## src/rtl/gcd_job_sequencer.sv

```systemverilog
// Job sequencer for the subtractive GCD core: it takes operand pairs, loads A then B, waits for done and returns the result.
// Optional watchdog on the RUN phase is enabled by defining GCD_TIMEOUT_EN.
module gcd_job_sequencer #(
  parameter int WIDTH      = 16,
  parameter int MAX_CYCLES = 1024
) (
  input  logic             clk,
  input  logic             rst_n,
  input  logic             in_valid,
  output logic             in_ready,
  input  logic [WIDTH-1:0] in_a,
  input  logic [WIDTH-1:0] in_b,
  output logic             out_valid,
  input  logic             out_ready,
  output logic [WIDTH-1:0] out_gcd,
  output logic             out_err,
  output logic             busy,
  output logic             core_start,
  output logic [WIDTH-1:0] core_data_in,
  output logic             core_clr,
  input  logic             core_done,
  input  logic [WIDTH-1:0] core_result
);

  // Handshakes: a request moves on a rising edge with in_valid && in_ready, and a
  // response moves on a rising edge with out_valid && out_ready; while a side is
  // valid and not yet accepted, its data stays stable.

  localparam logic [2:0] S_IDLE   = 3'd0;
  localparam logic [2:0] S_LOAD_A = 3'd1;
  localparam logic [2:0] S_LOAD_B = 3'd2;
  localparam logic [2:0] S_RUN    = 3'd3;
  localparam logic [2:0] S_RESP   = 3'd4;
  localparam logic [2:0] S_CLR    = 3'd5;

  logic [2:0]       state;
  logic [WIDTH-1:0] a_q;
  logic [WIDTH-1:0] b_q;
  logic [WIDTH-1:0] gcd_q;
  logic             core_used;
  logic             timeout_hit;

`ifdef GCD_TIMEOUT_EN
  localparam int CW = $clog2(MAX_CYCLES + 1);

  logic [CW-1:0] run_cnt;
  logic          err_q;

  // Counts RUN cycles; cleared while in LOAD_B so it starts at zero on RUN entry.
  always_ff @(posedge clk or negedge rst_n) begin
    if (!rst_n) begin
      run_cnt <= '0;
    end else if (state == S_LOAD_B) begin
      run_cnt <= '0;
    end else if (state == S_RUN && !core_done) begin
      run_cnt <= run_cnt + CW'(1);
    end
  end

  assign timeout_hit = (run_cnt == CW'(MAX_CYCLES - 1));
  assign out_err     = err_q;
`else
  // MAX_CYCLES is only consumed by the watchdog; this keeps it referenced.
  if (MAX_CYCLES < 1) begin : g_max_cycles_unused
  end

  assign timeout_hit = 1'b0;
  assign out_err     = 1'b0;
`endif

  always_ff @(posedge clk or negedge rst_n) begin
    if (!rst_n) begin
      state     <= S_IDLE;
      a_q       <= '0;
      b_q       <= '0;
      gcd_q     <= '0;
      core_used <= 1'b0;
`ifdef GCD_TIMEOUT_EN
      err_q     <= 1'b0;
`endif
    end else begin
      case (state)
        S_IDLE: begin
          if (in_valid) begin
            a_q <= in_a;
            b_q <= in_b;
`ifdef GCD_TIMEOUT_EN
            err_q <= 1'b0;
`endif
            // A zero operand would never terminate in the core; answer directly.
            if (in_a == '0 || in_b == '0) begin
              gcd_q     <= in_a | in_b;
              core_used <= 1'b0;
              state     <= S_RESP;
            end else begin
              core_used <= 1'b1;
              state     <= S_LOAD_A;
            end
          end
        end
        S_LOAD_A: state <= S_LOAD_B;
        S_LOAD_B: state <= S_RUN;
        S_RUN: begin
          if (core_done) begin
            gcd_q <= core_result;
            state <= S_RESP;
          end else if (timeout_hit) begin
            gcd_q <= '0;
`ifdef GCD_TIMEOUT_EN
            err_q <= 1'b1;
`endif
            state <= S_RESP;
          end
        end
        S_RESP: begin
          if (out_ready) begin
            state <= core_used ? S_CLR : S_IDLE;
          end
        end
        S_CLR:   state <= S_IDLE;
        default: state <= S_IDLE;
      endcase
    end
  end

  assign in_ready   = (state == S_IDLE);
  assign busy       = (state != S_IDLE);
  assign out_valid  = (state == S_RESP);
  assign out_gcd    = gcd_q;
  assign core_start = (state == S_LOAD_A);
  assign core_clr   = (state == S_CLR);

  always_comb begin
    core_data_in = '0;
    case (state)
      S_LOAD_A: core_data_in = a_q;
      S_LOAD_B: core_data_in = b_q;
      default:  core_data_in = '0;
    endcase
  end

endmodule

```

## config.mk

```make
export PLATFORM = sky130hd
export DESIGN_NAME = gcd_job_sequencer
export DESIGN_NICKNAME = d
export VERILOG_FILES = /design/src/rtl/gcd_job_sequencer.sv
export SDC_FILE = /design/constraint.sdc
export NUM_CORES = 1
export LEC_CHECK = 0
export CORE_AREA = 2 2 102 104
export CTS_BUF_LIST = sky130_fd_sc_hd__clkbuf_8
export DETAILED_ROUTE_END_ITERATION = 10
export DIE_AREA = 0 0 104 106
export GPL_ROUTABILITY_DRIVEN = 1
export PLACE_DENSITY_LB_ADDON = 0.1
export SLEW_MARGIN = 20
export SYNTH_ARGS = -nofsm -noshare
export SYNTH_HDL_FRONTEND = slang
export SYNTH_SLANG_ARGS = --single-unit
```

## constraint.sdc

```tcl
create_clock -name clk -period 4.3 [get_ports clk]
set_input_delay 0.43 -clock clk [delete_from_list [all_inputs] [get_ports clk]]
set_output_delay 0.43 -clock clk [all_outputs]
set_load 0.005 [all_outputs]
```

==> impl_metrics.yaml, run 1 <==
power:
  p_comb_share_pct: 51.9
  powerDensity_mw_per_mm2: 602
  intPower_mw: 1.53
  p_leak_nw: 1.55
  p_sw_share_pct: 36.6
  p_switching_uw: 883
  clkPwrFrac_pct: 14.2
  seqPwrFrac_pct: 33.9
  peakVddDrop_uv: 249
synth:
  ys_seq_elements: 52
  ys_warn_count: 0
  yosysTopAreaCell: "dfrtp_1"
  netlist_top_cells_area: "dfrtp_1 (44%), mux2_2 (12%), nand3_1 (5.6%), a22o_1 (4.8%), and4_1 (4.8%)"
  syn_nets: 329
  synth_seq_area_share_pct: 44.3
  ys_types: 31
  avgSynthCellArea_um2: 10.6
  synth_top_area_share_pct: 44.3
  syn-cell-area_mm2: 0.00294
  syn_inst: 276
floorplanning:
  io_pins: 91
  die_w_um: 104
  rows: 37
  die_area_mm2: 0.0110
  core_mm2: 0.0100
  start_util_pct: 29.4
  dieHeight_um: 106
layout:
  n_fill_cell: 1002
  final_util_pct: 40.1
  register_area_mm2: 0.00130
  syn2layout_area_growth_pct: 36.4
  drive_gt1_share_pct: 17.1
  finalNetCount: 403
  n_antenna_cell: 0
  multi_input_comb_area_mm2: 0.00147
setup_path:
  timing.rr.end: "out_gcd[1]"
  worstReg2RegStart: "state[1]"
  startpoint_type: "register"
  cp_cell_sequence: "buf_4 > nor3b_2 > buf_4 > a22o_1 > clkdlybuf4s50_1"
  cp_slowest_cell: "clkdlybuf4s50_1"
  endpoint_kind: "primary output"
  worst-path-buf-inv: 3
  crit_fanout: 41
  path_common_cell: "buf_4"
  ff2ff_setup_slack_ns: 1.95
  r2r_cells: 5
  cp.arrival_ns: 2.33
  slowest_delay_ns: 0.52
  cp_top_family: "buffers and inverters"
  cp.required_ns: 3.87
  crit_type: "register to primary output"
route:
  drt_iter0_drc: 87
  routed_wl_um: 9190
  drt-wirelength-per-cell_um: 18.9
  drc_errors: 0
  first_pass_iters: 4
  num_vias: 2707
  ant_nets: 0
  routed_via_density: 5.56
clocking:
  clk_latency_ns: 0.31
  cts_sinks: 52
  cts-root-buf: "clkbuf_8"
  h-tree-depth: 2
  post_cts_resized: 0
  clkTransAtPathRegs_ns: 0.10
  cts_setup_buffers: 0
  cts_tree: "yes"
  clockBufferDepth: 2
  cts_inserted_buffers: 5
  holdBufCountCts: 0
sta:
  rsz0062_at_grt: "false"
  fin_skew_ns: 0.00707
  worstMarginPinSlew_ns: 0.963
  setup_viol: 0
  max_freq_ghz: 0.363
  relSlewSlack_pct: 35.6
  maxSlewViolCount: 0
  fin_hold_ws_ns: 0.228
  hold_viol_final: 0
  period_share_pct: 64.1
  period_needed_ns: 2.76
  setup_tns_ns: 0
flow_run:
  drv_cap: 0
min_path:
  hold_path.class: "primary input to async pin"
grt:
  overflow: 0
  grt_max_degree: 53
  grt_use_met1_pct: 24.6
  use_met3_pct: 3.00
  grt_pass1_vias: 2684
  grt_pass1_wl_um: 14700
  grtUsageMet2_pct: 25.0
  gr-usage-all-layers_pct: 16.7
  grt_antenna_before_repair: 0
  gr-max-usage-layer: "met2"
status:
  status: "completed"
placement:
  port_buffers: 89
  gp_congestion: 0.764
  dp_hpwl_um: 6230
-- worst max path at each step --
stage,startpoint,to,slack [ns],cells after the start
global route,state[0],core_data_in[12],1.38,5
CTS,state[0],core_data_in[12],1.53,5
floorplan,state[1],core_data_in[0],2.51,7
detailed placement,in_a[3],out_gcd[1],1.26,5
global placement,in_a[3],out_gcd[15],1.27,5
finish,state[0],core_data_in[12],1.54,5
-- state kept, by name (all words and copies together) (netlist names) --
signal,flops
out_gcd,16
b_q,16
core_used,1
state,3
a_q,16
-- cells in the final DEF (no fill, tap or decap), types with 3 or more instances in the layout --
cell type        count
buf_4                9
nand2_1              4
nand4_1             17
and4_1              16
o21ai_0             18
clkbuf_8             5
clkdlybuf4s50_1     88
a221o_1             13
dfrtp_1             52
a221o_2              3
mux2_2              32
nand3_1             33
inv_1                3
a31oi_1             17
a22o_1              16
nor4_1               7
-- cells in the mapped netlist (all sizes together) --
master / n
and4: 16
clkbuf: 12
a31o: 1
a22o: 16
dfrtp: 52
nor4: 8
a32oi: 1
buf: 19
o21bai: 1
inv: 2
o21ai: 19
nor2b: 2
nand4: 18
nand3b: 1
nor3: 1
mux2: 32
nand3: 33
and3b: 1
a221o: 16
conb: 1
nor3b: 2
a31oi: 17
nand2: 5
-- per-layer routing --
layer	routed length [um]	up-vias
met5	0	-
met4	161	0
met3	489	11
met2	4050	82
met1	4480	1357
li1	-	1257
-- layout make-up --
class | instances | area share (%)
clock inverter | 3 | 0.968
clock buffer | 5 | 1.72
sequential | 52 | 32.5
inverter | 2 | 0.187
multi-input combinational | 191 | 36.6
timing repair buffer | 98 | 23.8
tap | 136 | 4.25
-- worst register-to-register path: cells and delay by family, from the launching register on --
family,cells,cell delay (ns)
AND/OR/NAND/NOR,3,0.95
AO/OA/AOI/OAI,1,0.33
flip-flops,1,0.52
buffers and inverters,1,0.49
-- kinds of logic (layout without fill, tap and decap cells) --
group	after synthesis	in the layout	synth area share, %
buffers and inverters	33	108	5.83
multiplexers	32	32	12.3
AND/OR/NAND/NOR	87	87	19.4
AO/OA/AOI/OAI	71	71	18.1
flip-flops	52	52	44.3
other	1	1	0.128
-- stage by stage --
step                      cell area, um2  cells  total power, mW  setup slack, ns
after floorplan                     2940    276             1.55             2.51
after global routing                4010    487             2.59             1.38
after detailed placement            3900    479             2.08             1.26
after CTS                           4010    487             2.44             1.53
after global placement              3900    479             2.07             1.27
final                               4010    487             2.41             1.54
-- power groups by stage --
stage	registers [mW]	logic, mW	clock network (mW)
floorplan	0.791	0.758	0
global placement	0.822	1.25	0
detailed placement	0.828	1.26	0
CTS	0.817	1.27	0.357
global route	0.846	1.37	0.369
finish	0.817	1.25	0.343
Note: power is estimated with default switching activity, not from simulation.
==> run 2, diff against run 1 <==
==> constraint.sdc (replaced) <==
create_clock -name clk -period 2.4 [get_ports clk]
set_input_delay 0.24 -clock clk [delete_from_list [all_inputs] [get_ports clk]]
set_output_delay 0.24 -clock clk [all_outputs]
set_load 0.005 [all_outputs]
==> run 2 against run 1 <==
  * Via count down 0.15%
  * Critical path depth is the same
  * Power rose by 81%
  * Critical path type unchanged
  * Largest cell class unchanged
  * Largest power group unchanged
  * Highest routed layer unchanged
==> impl_metrics.yaml, run 2 (same netlist as run 1, synthesis figures left out) <==
placement:
  dp_hpwl_um: 6200
  place_ws_ns: 0.137
  port_buffers: 89
  gp_congestion: 0.753
  dp_cells: 483
floorplanning:
  core_mm2: 0.0100
  io_pins: 91
  start_util_pct: 29.4
  die_w_um: 104
  die_area_mm2: 0.0110
  rows: 37
  dieHeight_um: 106
clocking:
  cts_tree: "yes"
  cts_setup_buffers: 0
  clk_latency_ns: 0.31
  h-tree-depth: 2
  clkTransAtPathRegs_ns: 0.09
  cts-root-buf: "clkbuf_8"
  clockBufferDepth: 2
  cts_sinks: 52
  cts_inserted_buffers: 5
sta:
  setup_slack_ns: 0.101
  max_freq_ghz: 0.435
  relSlewSlack_pct: 60.4
  rsz0062_at_grt: "false"
  hold_viol_final: 0
  period_share_pct: 95.8
  worstMarginPinSlew_ns: 0.595
  maxSlewViolCount: 0
  setup_viol: 0
  fin_skew_ns: 0.0101
  period_needed_ns: 2.30
  setup_tns_ns: 0
  fin_hold_ws_ns: 0.476
grt:
  grt_pass1_wl_um: 14300
  gr-usage-all-layers_pct: 16.3
  grt_max_degree: 68
  grt_antenna_before_repair: 0
  overflow: 0
  use_met3_pct: 2.51
  gr-max-usage-layer: "met1"
  grt_pass1_vias: 2550
  grt_use_met1_pct: 24.5
  grtUsageMet2_pct: 24.4
setup_path:
  crit_fanout: 17
  cp.required_ns: 2.16
  worst-path-stages: 5
  r2r_cells: 6
  crit_type: "register to primary output"
  startpoint_type: "register"
  cp_slowest_cell: "clkdlybuf4s50_1"
  slowest_delay_ns: 0.52
  endpoint_kind: "primary output"
  path_common_cell: "buf_4"
  cp_top_family: "buffers and inverters"
  cp-endpoint: "core_data_in[12]"
  cp_cell_sequence: "buf_4 > nor3b_2 > buf_4 > a22o_1 > clkdlybuf4s50_1"
  worst-path-buf-inv: 3
  startpoint: "state[1]"
  timing.rr.end: "out_gcd[12]"
  cp.arrival_ns: 2.06
  worstReg2RegStart: "state[2]"
  ff2ff_setup_slack_ns: 0.62
power:
  p_sw_share_pct: 36.4
  finalPower_mw: 4.38
  powerDensity_mw_per_mm2: 1070
  p_leak_nw: 1.58
  p_comb_share_pct: 53.0
  peakVddDrop_uv: 408
  seqPwrFrac_pct: 32.9
  clkPwrFrac_pct: 14.0
  intPower_mw: 2.78
  p_switching_mw: 1.59
route:
  routed_wl_um: 9130
  drc_errors: 0
  drt-wirelength-per-cell_um: 18.6
  ant_nets: 0
  routed_via_density: 5.49
  drt_iter0_drc: 145
  num_vias: 2703
  first_pass_iters: 4
layout:
  n_antenna_cell: 0
  drive_gt1_share_pct: 18.0
  n_fill_cell: 1021
  syn2layout_area_growth_pct: 38.8
  final_common_cell: "clkdlybuf4s50_1"
  final_cell_mix: "clkdlybuf4s50_1 (88), dfrtp_1 (52), nand3_1 (33), mux2_2 (32), o21ai_0 (18)"
  finalNetCount: 408
  final_cells: 492
min_path:
  hold_path.class: "primary input to async pin"
status:
  status: "completed"
flow_run:
  drv_cap: 0
[run 2: repair_timing]
action | CTS | global route
resized for setup | 0 | 1
hold buffers | 1 | 0
endpoints found under the hold margin | 23 | 0
endpoints found under the setup margin | 0 | 2
[run 2: through the flow]
step	area (um2)	util, %
2_1_floorplan	2940	-
3_3_place_gp	3960	39.6
3_5_place_dp	3960	39.6
4_1_cts	4070	40.7
5_1_grt	4080	40.8
6_report	4080	40.8
[run 2: worst min-delay path by stage]
stage                     startpoint         end  slack, ns  cells past startpoint
after floorplan                rst_n      a_q[0]      -0.06                      0
after global placement         rst_n  out_gcd[9]       0.29                      1
after detailed placement       rst_n  out_gcd[9]       0.28                      1
after CTS                      rst_n  out_gcd[9]       0.49                      2
after global routing           rst_n      b_q[5]       0.52                      2
final                          rst_n  out_gcd[9]       0.48                      2
[run 2: power groups by stage]
stage               logic, mW  clock network, mW  registers (mW)
global placement         2.30                  0            1.45
detailed placement       2.31                  0            1.46
CTS                      2.32              0.637            1.44
global route             2.53              0.660            1.49
finish                   2.32              0.615            1.44
floorplan                1.36                  0            1.42
[run 2: routing by layer]
metal	share of wire, %	vias to the layer above	wire (um)
met5	0	-	0
met3	5.8	6	534
met1	50	1330	4550
li1	-	1255	-
met2	43	112	3970
met4	0.82	0	75
[run 2: layout make-up]
cell class | count | area (um2) | area share [%]
inverter | 2 | 7.51 | 0.184
timing repair buffer | 103 | 1020 | 25.1
clock buffer | 5 | 68.8 | 1.69
tap | 136 | 170 | 4.17
multi-input combinational | 191 | 1470 | 36.0
clock inverter | 3 | 38.8 | 0.952
sequential | 52 | 1300 | 31.9
